===== config.mk =====
export PLATFORM = sky130hd
export DESIGN_NAME = note_window
export DESIGN_NICKNAME = d
export VERILOG_FILES = /design/src/rtl/note_window.sv
export SDC_FILE = /design/constraint.sdc
export NUM_CORES = 2
export LEC_CHECK = 0
export ABC_AREA = 1
export CAP_MARGIN = 20
export CORE_MARGIN = 2
export CORE_UTILIZATION = 59
export DETAILED_ROUTE_END_ITERATION = 6
export GPL_ROUTABILITY_DRIVEN = 1
export GPL_TIMING_DRIVEN = 0
export PLACE_DENSITY = 0.83
export SYNTH_ARGS = -nofsm -noshare
export SYNTH_HDL_FRONTEND = slang
export SYNTH_HIERARCHICAL = 1
export SYNTH_SLANG_ARGS = --single-unit

===== constraint.sdc =====
create_clock -name clk -period 18.02 [get_ports clk]
set_clock_uncertainty 0.2 [all_clocks]
set_input_delay 2.703 -clock clk [delete_from_list [all_inputs] [get_ports clk]]
set_output_delay 2.703 -clock clk [all_outputs]
set_load 0.01 [all_outputs]

===== src/rtl/note_window.sv =====
// note_window: fixed pool of scrolling note slots with a 2-stage pixel query.
//
// Each slot ages by one on every beat48 tick, so its notes scroll from the
// right edge towards the left. Once a note has fully left the screen its slot
// is evicted. New notes enter through a valid/ready handshake and go into the
// lowest free slot. A pixel query returns whether any note covers (x, y), and
// the channel of the lowest-index covering slot.
//
// Ports:
//   clk, reset      system clock, synchronous active-high reset
//   tick            one-cycle pulse per beat48 step (ages all slots)
//   in_valid/ready  insertion handshake; ready while a slot is free
//   in_note         row of the new note
//   in_channel      channel of the new note
//   in_duration     length in ticks (0 behaves as 1)
//   clear           invalidate every slot (beats tick and insert)
//   q_valid, x, y   pixel query strobe and coordinates
//   r_valid         result strobe, 2 cycles after q_valid
//   on, channel     hit flag and winning channel (both 0 unless on)
//   occupancy       registered count of valid slots

// One note slot: holds its state, computes its next state and its hit flag
// for the query currently presented.
module note_slot #(
  parameter int NOTE_BITS       = 4,
  parameter int BEAT_BITS       = 8,
  parameter int CHANNEL_BITS    = 2,
  parameter int ROW_HEIGHT      = 30,
  parameter int PIXELS_PER_TICK = 4,
  parameter int WINDOW_TICKS    = 160,
  parameter int CW              = 16
) (
  input  logic                    clk,
  input  logic                    reset,
  input  logic                    clear,
  input  logic                    tick,
  input  logic                    load,
  input  logic [NOTE_BITS-1:0]    load_note,
  input  logic [CHANNEL_BITS-1:0] load_channel,
  input  logic [BEAT_BITS-1:0]    load_duration,
  input  logic [CW-1:0]           qd,
  input  logic [CW-1:0]           qy,
  input  logic                    q_in_range,
  output logic                    valid,
  output logic                    valid_next,
  output logic [CHANNEL_BITS-1:0] channel,
  output logic                    hit
);
  localparam int AGE_W = BEAT_BITS + 1;
  // Eviction compare is two bits wider than the duration so that
  // duration + WINDOW_TICKS can never wrap.
  localparam int EW    = BEAT_BITS + 2;

  logic [NOTE_BITS-1:0] note;
  logic [BEAT_BITS-1:0] dur;
  logic [AGE_W-1:0]     age;
  logic [AGE_W-1:0]     age_inc;
  logic [AGE_W-1:0]     age_next;
  logic                 evict;
  logic [AGE_W-1:0]     lo;
  logic [CW-1:0]        lo_px;
  logic [CW-1:0]        hi_px;
  logic [CW-1:0]        row_lo;

  // Age saturates at all-ones; eviction always happens long before that.
  assign age_inc = (&age) ? age : age + AGE_W'(1);
  assign evict   = EW'(age_inc) >= (EW'(dur) + EW'(WINDOW_TICKS));

  // A freshly loaded slot was invalid, so it is never aged in the same cycle.
  always_comb begin
    valid_next = valid;
    age_next   = age;
    if (clear) begin
      valid_next = 1'b0;
    end else if (load) begin
      valid_next = 1'b1;
      age_next   = '0;
    end else if (tick && valid) begin
      age_next = age_inc;
      if (evict) valid_next = 1'b0;
    end
  end

  always_ff @(posedge clk) begin
    if (reset) begin
      valid   <= 1'b0;
      age     <= '0;
      note    <= '0;
      dur     <= '0;
      channel <= '0;
    end else begin
      valid <= valid_next;
      age   <= age_next;
      if (load && !clear) begin
        note    <= load_note;
        dur     <= load_duration;
        channel <= load_channel;
      end
    end
  end

  // The note's tail sits at (age - dur) ticks from the right edge, its head at
  // age ticks. qd is the distance of the pixel from the right edge.
  assign lo     = (age > AGE_W'(dur)) ? (age - AGE_W'(dur)) : '0;
  assign lo_px  = CW'(lo)   * CW'(PIXELS_PER_TICK);
  assign hi_px  = CW'(age)  * CW'(PIXELS_PER_TICK);
  assign row_lo = CW'(note) * CW'(ROW_HEIGHT);

  assign hit = valid && q_in_range &&
               (lo_px < qd) && (qd <= hi_px) &&
               (row_lo <= qy) && (qy < row_lo + CW'(ROW_HEIGHT));
endmodule

module note_window #(
  parameter int SCREEN_WIDTH       = 640,
  parameter int SCREEN_HEIGHT      = 480,
  parameter int SCREEN_WIDTH_BITS  = 10,
  parameter int SCREEN_HEIGHT_BITS = 9,
  parameter int SLOTS              = 16,
  parameter int NOTE_BITS          = 4,
  parameter int BEAT_BITS          = 8,
  parameter int PIXELS_PER_TICK    = 4,
  parameter int CHANNELS           = 4,
  localparam int CHANNEL_BITS      = $clog2(CHANNELS),
  localparam int OCC_W             = $clog2(SLOTS + 1)
) (
  input  logic                          clk,
  input  logic                          reset,
  input  logic                          tick,
  input  logic                          in_valid,
  output logic                          in_ready,
  input  logic [NOTE_BITS-1:0]          in_note,
  input  logic [CHANNEL_BITS-1:0]       in_channel,
  input  logic [BEAT_BITS-1:0]          in_duration,
  input  logic                          clear,
  input  logic                          q_valid,
  input  logic [SCREEN_WIDTH_BITS-1:0]  x,
  input  logic [SCREEN_HEIGHT_BITS-1:0] y,
  output logic                          r_valid,
  output logic                          on,
  output logic [CHANNEL_BITS-1:0]       channel,
  output logic [OCC_W-1:0]              occupancy
);
  localparam int ROW_HEIGHT   = SCREEN_HEIGHT >> NOTE_BITS;
  localparam int WINDOW_TICKS = SCREEN_WIDTH / PIXELS_PER_TICK;
  localparam int CW           = 16;
  // vld_pipe[0] = stage-1 valid, vld_pipe[STAGES] = result valid.
  localparam int STAGES       = 1;

  logic [SLOTS-1:0]                   slot_valid;
  logic [SLOTS-1:0]                   slot_valid_next;
  logic [SLOTS-1:0]                   slot_hit;
  logic [SLOTS-1:0][CHANNEL_BITS-1:0] slot_chan;
  logic [SLOTS-1:0]                   ins_sel;
  logic                               ins_found;
  logic                               accept;
  logic [BEAT_BITS-1:0]               load_dur;
  logic [CW-1:0]                      qd;
  logic [CW-1:0]                      qy;
  logic                               q_in_range;
  logic [OCC_W-1:0]                   occ_next;
  logic [CHANNEL_BITS-1:0]            win_ch;

  logic [STAGES:0]                    vld_pipe;
  logic [SLOTS-1:0]                   hit_q;
  logic [CHANNEL_BITS-1:0]            win_ch_q;

  // in_ready is registered and only high while some slot is invalid, so an
  // accepted insert always finds a target in ins_sel.
  assign accept   = in_valid && in_ready;
  assign load_dur = (in_duration == '0) ? BEAT_BITS'(1) : in_duration;

  always_comb begin
    ins_sel   = '0;
    ins_found = 1'b0;
    for (int i = 0; i < SLOTS; i++) begin
      if (!slot_valid[i] && !ins_found) begin
        ins_sel[i] = 1'b1;
        ins_found  = 1'b1;
      end
    end
  end

  // Distance from the right edge: 1 at x = SCREEN_WIDTH-1, SCREEN_WIDTH at x = 0.
  assign q_in_range = CW'(x) < CW'(SCREEN_WIDTH);
  assign qd         = CW'(SCREEN_WIDTH) - CW'(x);
  assign qy         = CW'(y);

  for (genvar gi = 0; gi < SLOTS; gi++) begin : g_slot
    note_slot #(
      .NOTE_BITS       (NOTE_BITS),
      .BEAT_BITS       (BEAT_BITS),
      .CHANNEL_BITS    (CHANNEL_BITS),
      .ROW_HEIGHT      (ROW_HEIGHT),
      .PIXELS_PER_TICK (PIXELS_PER_TICK),
      .WINDOW_TICKS    (WINDOW_TICKS),
      .CW              (CW)
    ) u_slot (
      .clk           (clk),
      .reset         (reset),
      .clear         (clear),
      .tick          (tick),
      .load          (accept && ins_sel[gi]),
      .load_note     (in_note),
      .load_channel  (in_channel),
      .load_duration (load_dur),
      .qd            (qd),
      .qy            (qy),
      .q_in_range    (q_in_range),
      .valid         (slot_valid[gi]),
      .valid_next    (slot_valid_next[gi]),
      .channel       (slot_chan[gi]),
      .hit           (slot_hit[gi])
    );
  end

  always_comb begin
    occ_next = '0;
    for (int i = 0; i < SLOTS; i++) occ_next = occ_next + OCC_W'(slot_valid_next[i]);
  end

  always_ff @(posedge clk) begin
    if (reset) begin
      occupancy <= '0;
      in_ready  <= 1'b1;
    end else begin
      occupancy <= occ_next;
      in_ready  <= occ_next < OCC_W'(SLOTS);
    end
  end

  // The winning channel is captured alongside the hit vector so that a slot
  // reloaded while the query is in flight cannot change the answer.
  always_comb begin
    win_ch = '0;
    for (int i = SLOTS - 1; i >= 0; i--) begin
      if (slot_hit[i]) win_ch = slot_chan[i];
    end
  end

  always_ff @(posedge clk) begin
    if (reset) begin
      vld_pipe <= '0;
      hit_q    <= '0;
      win_ch_q <= '0;
      on       <= 1'b0;
      channel  <= '0;
    end else begin
      vld_pipe <= {vld_pipe[STAGES-1:0], q_valid};
      hit_q    <= q_valid ? slot_hit : '0;
      win_ch_q <= q_valid ? win_ch : '0;
      on       <= vld_pipe[0] && (|hit_q);
      channel  <= (vld_pipe[0] && (|hit_q)) ? win_ch_q : '0;
    end
  end

  assign r_valid = vld_pipe[STAGES];
endmodule


Word level (Yosys, flattened, before mapping)
Index checks and enable logic that the tools add are counted.
- output and inout bits: 10
- memory bits (read-only): 0
- RAM bits: 0
- bits of input ports: 39
- memories kept: 0
- register bits after elaboration: 413
- bits in latches: 0
- magnitude comparators: 98
- add/subtract/negate cells: 80
- bitwise logic cells: 3
- equal/unequal tests: 0
- reduce and logical (&&, ||, !) cells: 227
- multipliers: 16
- shift operators: 0
- mux-type cells: 175
- divide/modulo/power cells: 0
- operators by type and width (cell ; count):
    9-bit two-way mux ; 64
    16-bit by 11-bit <= comparator with 1-bit output ; 16
    11-bit by 16-bit < comparator with 1-bit output ; 16
    9-bit by 16-bit < comparator with 1-bit output ; 16
    9-bit by 5-bit adder with 10-bit output, second input constant ; 16
    9-bit by 10-bit greater-or-equal comparator with 1-bit output ; 16
    1-bit logical AND ; 145
    8-bit by 8-bit adder with 9-bit output, second input constant ; 16
    9-bit by 1-bit adder with 9-bit output, second input constant ; 16
    9-bit by 8-bit > comparator with 1-bit output ; 16
    9-bit <= comparator ; 16
    9-bit AND reduction ; 16
    9-bit by 8-bit subtractor with 9-bit output ; 16
    4-bit by 4-bit multiplier with 8-bit output, second input constant ; 16
    1-bit two-way mux ; 94
    5-bit by 1-bit adder with 5-bit output ; 11
    2-bit two-way mux ; 16
    2-bit AND reduction ; 16
    2-bit nonzero test ; 16
    1-bit zero test ; 30
    16-bit OR reduction ; 1
    10-bit by 10-bit subtractor with 11-bit output, first input constant ; 1
    10-bit < comparator, second input constant ; 1
    8-bit zero test ; 1
    other kinds (8) ; 11

Depth between registers and ports, before layout
- depth after elaboration: 50
- mapped depth: 38

Hierarchy
Netlist, hierarchy kept.
- by module, submodules not included (module ; cells each ; area an instance (um^2) ; sequential area each (um^2) ; instances):
    note_slot (g_slot[0].u_slot ...) ; 473 ; 3184.3 ; 480.5 ; 8
    note_slot (g_slot[2].u_slot ...) ; 467 ; 3161.8 ; 480.5 ; 6
    note_slot (g_slot[1].u_slot) ; 485 ; 3240.6 ; 480.5 ; 1
    note_slot (g_slot[7].u_slot) ; 480 ; 3205.6 ; 480.5 ; 1
    note_window ; 281 ; 1923.1 ; 580.6 ; 1

Least setup slack after synthesis
Ideal clock, no wire load.
- path type: input to register
- start: input port x[0]
- end: register win_ch_q[1]
- buffers on the path: 0
- stages: 36
- data arrival time: 7854 ps
- path slack: 9845 ps
- setup time: 122 ps
- path through: inv_1 ha_1 nand2_1 nor3_1 nand2_1 nor2_1 nor2_1 o21ai_1 inv_1 ha_1 inv_1 nor2_1 o21ai_0 nand2_1 nor2_1 nand2_1 nand2_1 nand4_1 nor2_1 inv_2 nor2_1 nor2_1 nand2_1 nand2_1 nand3_1 nand3_1 nand3_1 nand3_1 nand3_1 nand3_1 nand3_1 nand2_1 nand2_1 nand3_1 nand2_1 a21oi_2
- RTL lines (element ; line ; text):
    start, declared ; 137 ; input logic [SCREEN_WIDTH_BITS-1:0] x,
    10-bit by 10-bit subtractor with 11-bit output * ; 186 ; assign qd = CW'(SCREEN_WIDTH) - CW'(x);
    named net qd[10] ; 158 ; logic [CW-1:0] qd;
    11-bit by 16-bit < comparator with 1-bit output ; 110 ; (lo_px < qd) && (qd <= hi_px) &&
    1-bit logical AND ; 109 ; assign hit = valid && q_in_range &&
    1-bit logical AND * (2 in a row) ; 110 ;
    1-bit logical AND * ; 111 ; (row_lo <= qy) && (qy < row_lo + CW'(ROW_HEIGHT));
    named net slot_hit[13] ; 152 ; logic [SLOTS-1:0] slot_hit;
    2-bit two-way mux * (14 in a row) ; 237 ; if (slot_hit[i]) win_ch = slot_chan[i];
    end signal, assigned ; 251 ; win_ch_q <= q_valid ? win_ch : '0;
    end, declared ; 166 ; logic [CHANNEL_BITS-1:0] win_ch_q;
The timed path passes the listed nets; every way through them passes the cells marked *.
A chain may end at the register's enable or synchronous reset.

Worst setup path after layout
- start: input port in_valid
- end: register occupancy[4]
- RTL lines (element ; line ; text):
    start, declared ; 130 ; input logic in_valid,
    1-bit logical AND ; 170 ; assign accept = in_valid && in_ready;
    1-bit logical AND ; 203 ; .load (accept && ins_sel[gi]),
    1-bit two-way mux ; 75 ; end else if (load) begin
    1-bit two-way mux ; 73 ; if (clear) begin
    named net slot_valid_next[15] ; 151 ; logic [SLOTS-1:0] slot_valid_next;
    5-bit by 1-bit adder with 5-bit output ; 219 ; for (int i = 0; i < SLOTS; i++) occ_next = occ_next + OCC_W'(slot_valid_next[i]);
    end signal, assigned ; 227 ; occupancy <= occ_next;
    end, declared ; 142 ; output logic [OCC_W-1:0] occupancy
The timed path passes the listed nets, and every way through them passes these cells.

==> parameters.txt <==
Parameter                              Value

Clocking
  Clock sink total ... between 400 and 500
  Hold buffer count at CTS ... 0
  Root Driver ... clkbuf_16
  Number of gates resized after CTS ... 0
  Buffers inserted during post-CTS setup optimization ... 0
  Number of H-tree levels ... 2
  TritonCTS clock tree ... built
  Clock input transition at the sequential cells of the worst setup and hold paths ... around 0.06 ns
  Maximum buffer depth of the clock tree ... 3
  Num CTS Buffers ... 48
  Latest clock arrival within the worst-skew pair ... just over 0.6 ns

Power
  Cell Pwr Density ... 41.6 nW/µm²
  Cell leakage power ... slightly above 30 nW
  Worst VDD drop ... ~0.065 mV

STA
  Actual transition at the worst max-transition pin ... between 1 and 1.5 ns
  Clock period minus worst slack ... 9.55 ns
  Achievable Freq ... 0.105 GHz
  Setup TNS Final ... 0 ns
  RSZ-0062 raised after global routing ... false
  Post-Route Hold Slack ... around 0.27 ns
  Worst-case setup margin in the final layout ... 8.47 ns
  Final setup violation count ... 0
  Pins Over Slew Limit ... 0
  Fin. Hold Viols ... 0
  Worst relative slew slack ... 28.3%
  Part of the cycle the worst path needs ... 53.0%

Critical path
  Crit end category ... flop
  Type of the worst setup path ... input pin to flop
  Critical path's largest stage delay ... about 0.63 ns
  Data required time of the worst path ... 18.36 ns
  Data arrival time at the worst-slack endpoint ... 9.89 ns
  Critical-path maximum fanout ... 10
  Crit-path slowest cell ... fa_1
  Cell repeated most along the worst path ... inv_1
  R2R setup slack ... 10.68 ns
  Critical path startpoint category ... input pin

Yosys
  Per-instance average area after synthesis ... 6.74 µm²
  Total of warnings raised by yosys ... 6
  Most frequent cell after synthesis ... nand2_1
  Post-synth design cell area ... 52800 µm²
  Synthesized instance count ... 7832
  Sequential element share of the synthesized area ... between 10% and 20%
  Number of enable flip-flop cells after synthesis ... 0
  Synth area leader ... ha_1
  Dominant synthesized flop cell ... dfxtp_1
  Post-synth cell types ... 49
  Post-synthesis sequential element count ... approximately 410
  Proportion of netlist area held by the largest area contributor ... about a quarter
  Proportion of register bits with asynchronous set or reset after synthesis ... 0%
  Top area cells in the synthesized netlist ... ha_1 (25%), dfxtp_1 (16%), nand2_1 (13%)
  Most frequent cells after synthesis ... nand2_1 (1886), inv_1 (1316), ha_1 (1062)

Die
  I/O pin total ... 49
  Effective utilization at floorplan ... 59.7%
  Number of core rows ... 109
  Area of the core region ... approximately 89000 µm²
  Full die area ... 91900 µm²
  Horizontal die dimension ... roughly 300 µm
  Die height ... 303 µm

Detailed routing
  Remaining number of nets flagged by the antenna check after routing ... 0
  Routed met2 length ... 65.9 mm
  Number of vias per cell ... 5.53
  Via count ... 51400
  Detailed Routing Iterations Pass 1 ... 5
  Met1 Wirelength ... 62.8 mm
  First-iteration detailed-routing DRC count ... about 3800
  Number of remaining DRC errors ... 0
  Post-DR wirelength/cell ... between 15 and 20 µm
  Routed wire length ... 150 mm
  Top routing layer in use ... met4
  Met3 routed WL ... 12.7 mm

Global routing
  Overflow left after global routing ... 0
  Antenna violations before repair ... 2
  Number of global-route vias before repair ... 49300
  Pin count of the biggest net entering global routing ... 89
  Overall routing resource usage ... 32.5%
  Wire length of the first global-routing pass ... 243 mm

Placement
  Pre-CTS setup slack ... 8.03 ns
  Hpwl dp ... 115 mm
  Buffers added on ports ... 48
  Final weighted congestion in routability-driven placement ... 0.929

Job
  MaxCap Viol Count ... 0

Cells and area
  Core Util, Final ... 65.2%
  Net count of the finished layout ... slightly above 9000
  Share of cells above drive strength 1 ... 3.86%
  Synthesis-to-finish area growth ... 9.22%

Hold path
  Path class of the lowest-slack min-delay path ... flop to flop

Run status
  Run status ... finished clean
-- cells by family after synthesis --
kind of cell | Yosys count | synth area share [%]
and+or+nand+nor | 3434 | 27.5
buffers and inverters | 1445 | 10.3
adders and majority gates | 1168 | 29.2
AOI/OAI and AO/OA | 1034 | 11.7
DFF | 413 | 15.7
xor gates and xnor gates | 337 | 5.59
other | 1 | 0.00710
-- metrics by stage --
stage / total power [mW] / std cells / area (µm²)
final: 2.40 / 9298 / 57700
after global routing: 2.49 / 9297 / 57700
after CTS: 2.39 / 9297 / 57700
after detailed placement: 1.36 / 9208 / 56000
after global placement: 1.33 / 9173 / 55200
after floorplan: 1.19 / 7960 / 53300
-- report_power, final --
| group | internal (mW) | leakage, nW | switching, mW |
|---|---|---|---|
| Clock | 0.602 | 0.791 | 0.441 |
| Combinational | 0.145 | 26.1 | 0.289 |
| Sequential | 0.916 | 3.33 | 0.00319 |
| Total | 1.66 | 30.2 | 0.734 |
-- layer usage --
metal,vias to the layer above,GRT usage (%)
met5,-,0
met4,0,16.2
met3,450,4.33
met2,1781,53.4
met1,23500,41.9
li1,25700,-
-- cell usage in the layout (no fill, tap or decap), types with 39 or more instances in the layout --
| cell | count |
|---|---|
| nand2_1 | 1884 |
| inv_1 | 1315 |
| ha_1 | 1061 |
| nor2_1 | 889 |
| a21oi_1 | 562 |
| dfxtp_1 | 413 |
| nand3_1 | 333 |
| xor2_1 | 219 |
| a211oi_1 | 190 |
| conb_1 | 129 |
| nand4_1 | 115 |
| xnor2_1 | 112 |
| fa_1 | 106 |
| o21ai_0 | 96 |
| clkbuf_16 | 48 |
| nand3b_1 | 48 |
| clkbuf_1 | 39 |
-- path summary, 6_finish.rpt --
check | from | endpoint | depth (start not counted)
worst min-delay path | g_slot[7].u_slot/channel[0]$_SDFFE_PP0P_ | g_slot[7].u_slot/channel[0]$_SDFFE_PP0P_ | 2
worst max-delay path | in_valid | occupancy[4]$_SDFF_PP0_ | 29
worst min register to register | g_slot[7].u_slot/channel[0]$_SDFFE_PP0P_ | g_slot[7].u_slot/channel[0]$_SDFFE_PP0P_ | 2
worst max register to register | in_ready$_SDFF_PP1_ | occupancy[4]$_SDFF_PP0_ | 28
-- sequential cells by signal (all words and copies together) (netlist names) --
name,flops
g_slot.u_slot/valid,16
in_ready,1
vld_pipe,2
g_slot.u_slot/age,144
channel,2
win_ch_q,2
hit_q,16
occupancy,5
on,1
g_slot.u_slot/channel,32
g_slot.u_slot/dur,128
g_slot.u_slot/note,64
-- layout make-up --
| type | count | area, µm² |
|---|---|---|
| diodes | 1 | 2.50 |
| plain buffers | 72 | 289 |
| clock buffers | 60 | 1300 |
| clock inverters | 29 | 354 |
| fillers | 7649 | 30800 |
| inverters | 1373 | 5180 |
| multi-input cells | 6102 | 39700 |
| flip-flops and latches | 413 | 8270 |
| well taps | 1165 | 1460 |
| repair buffers | 83 | 1160 |
-- worst max-delay path, delay by kind of cell --
| family | cells | cell delay, ns |
|---|---|---|
| simple gates | 11 | 2.90 |
| fa+ha+maj | 6 | 2.57 |
| buf+inv | 12 | 1.71 |
(Power assumes the default switching activity.)
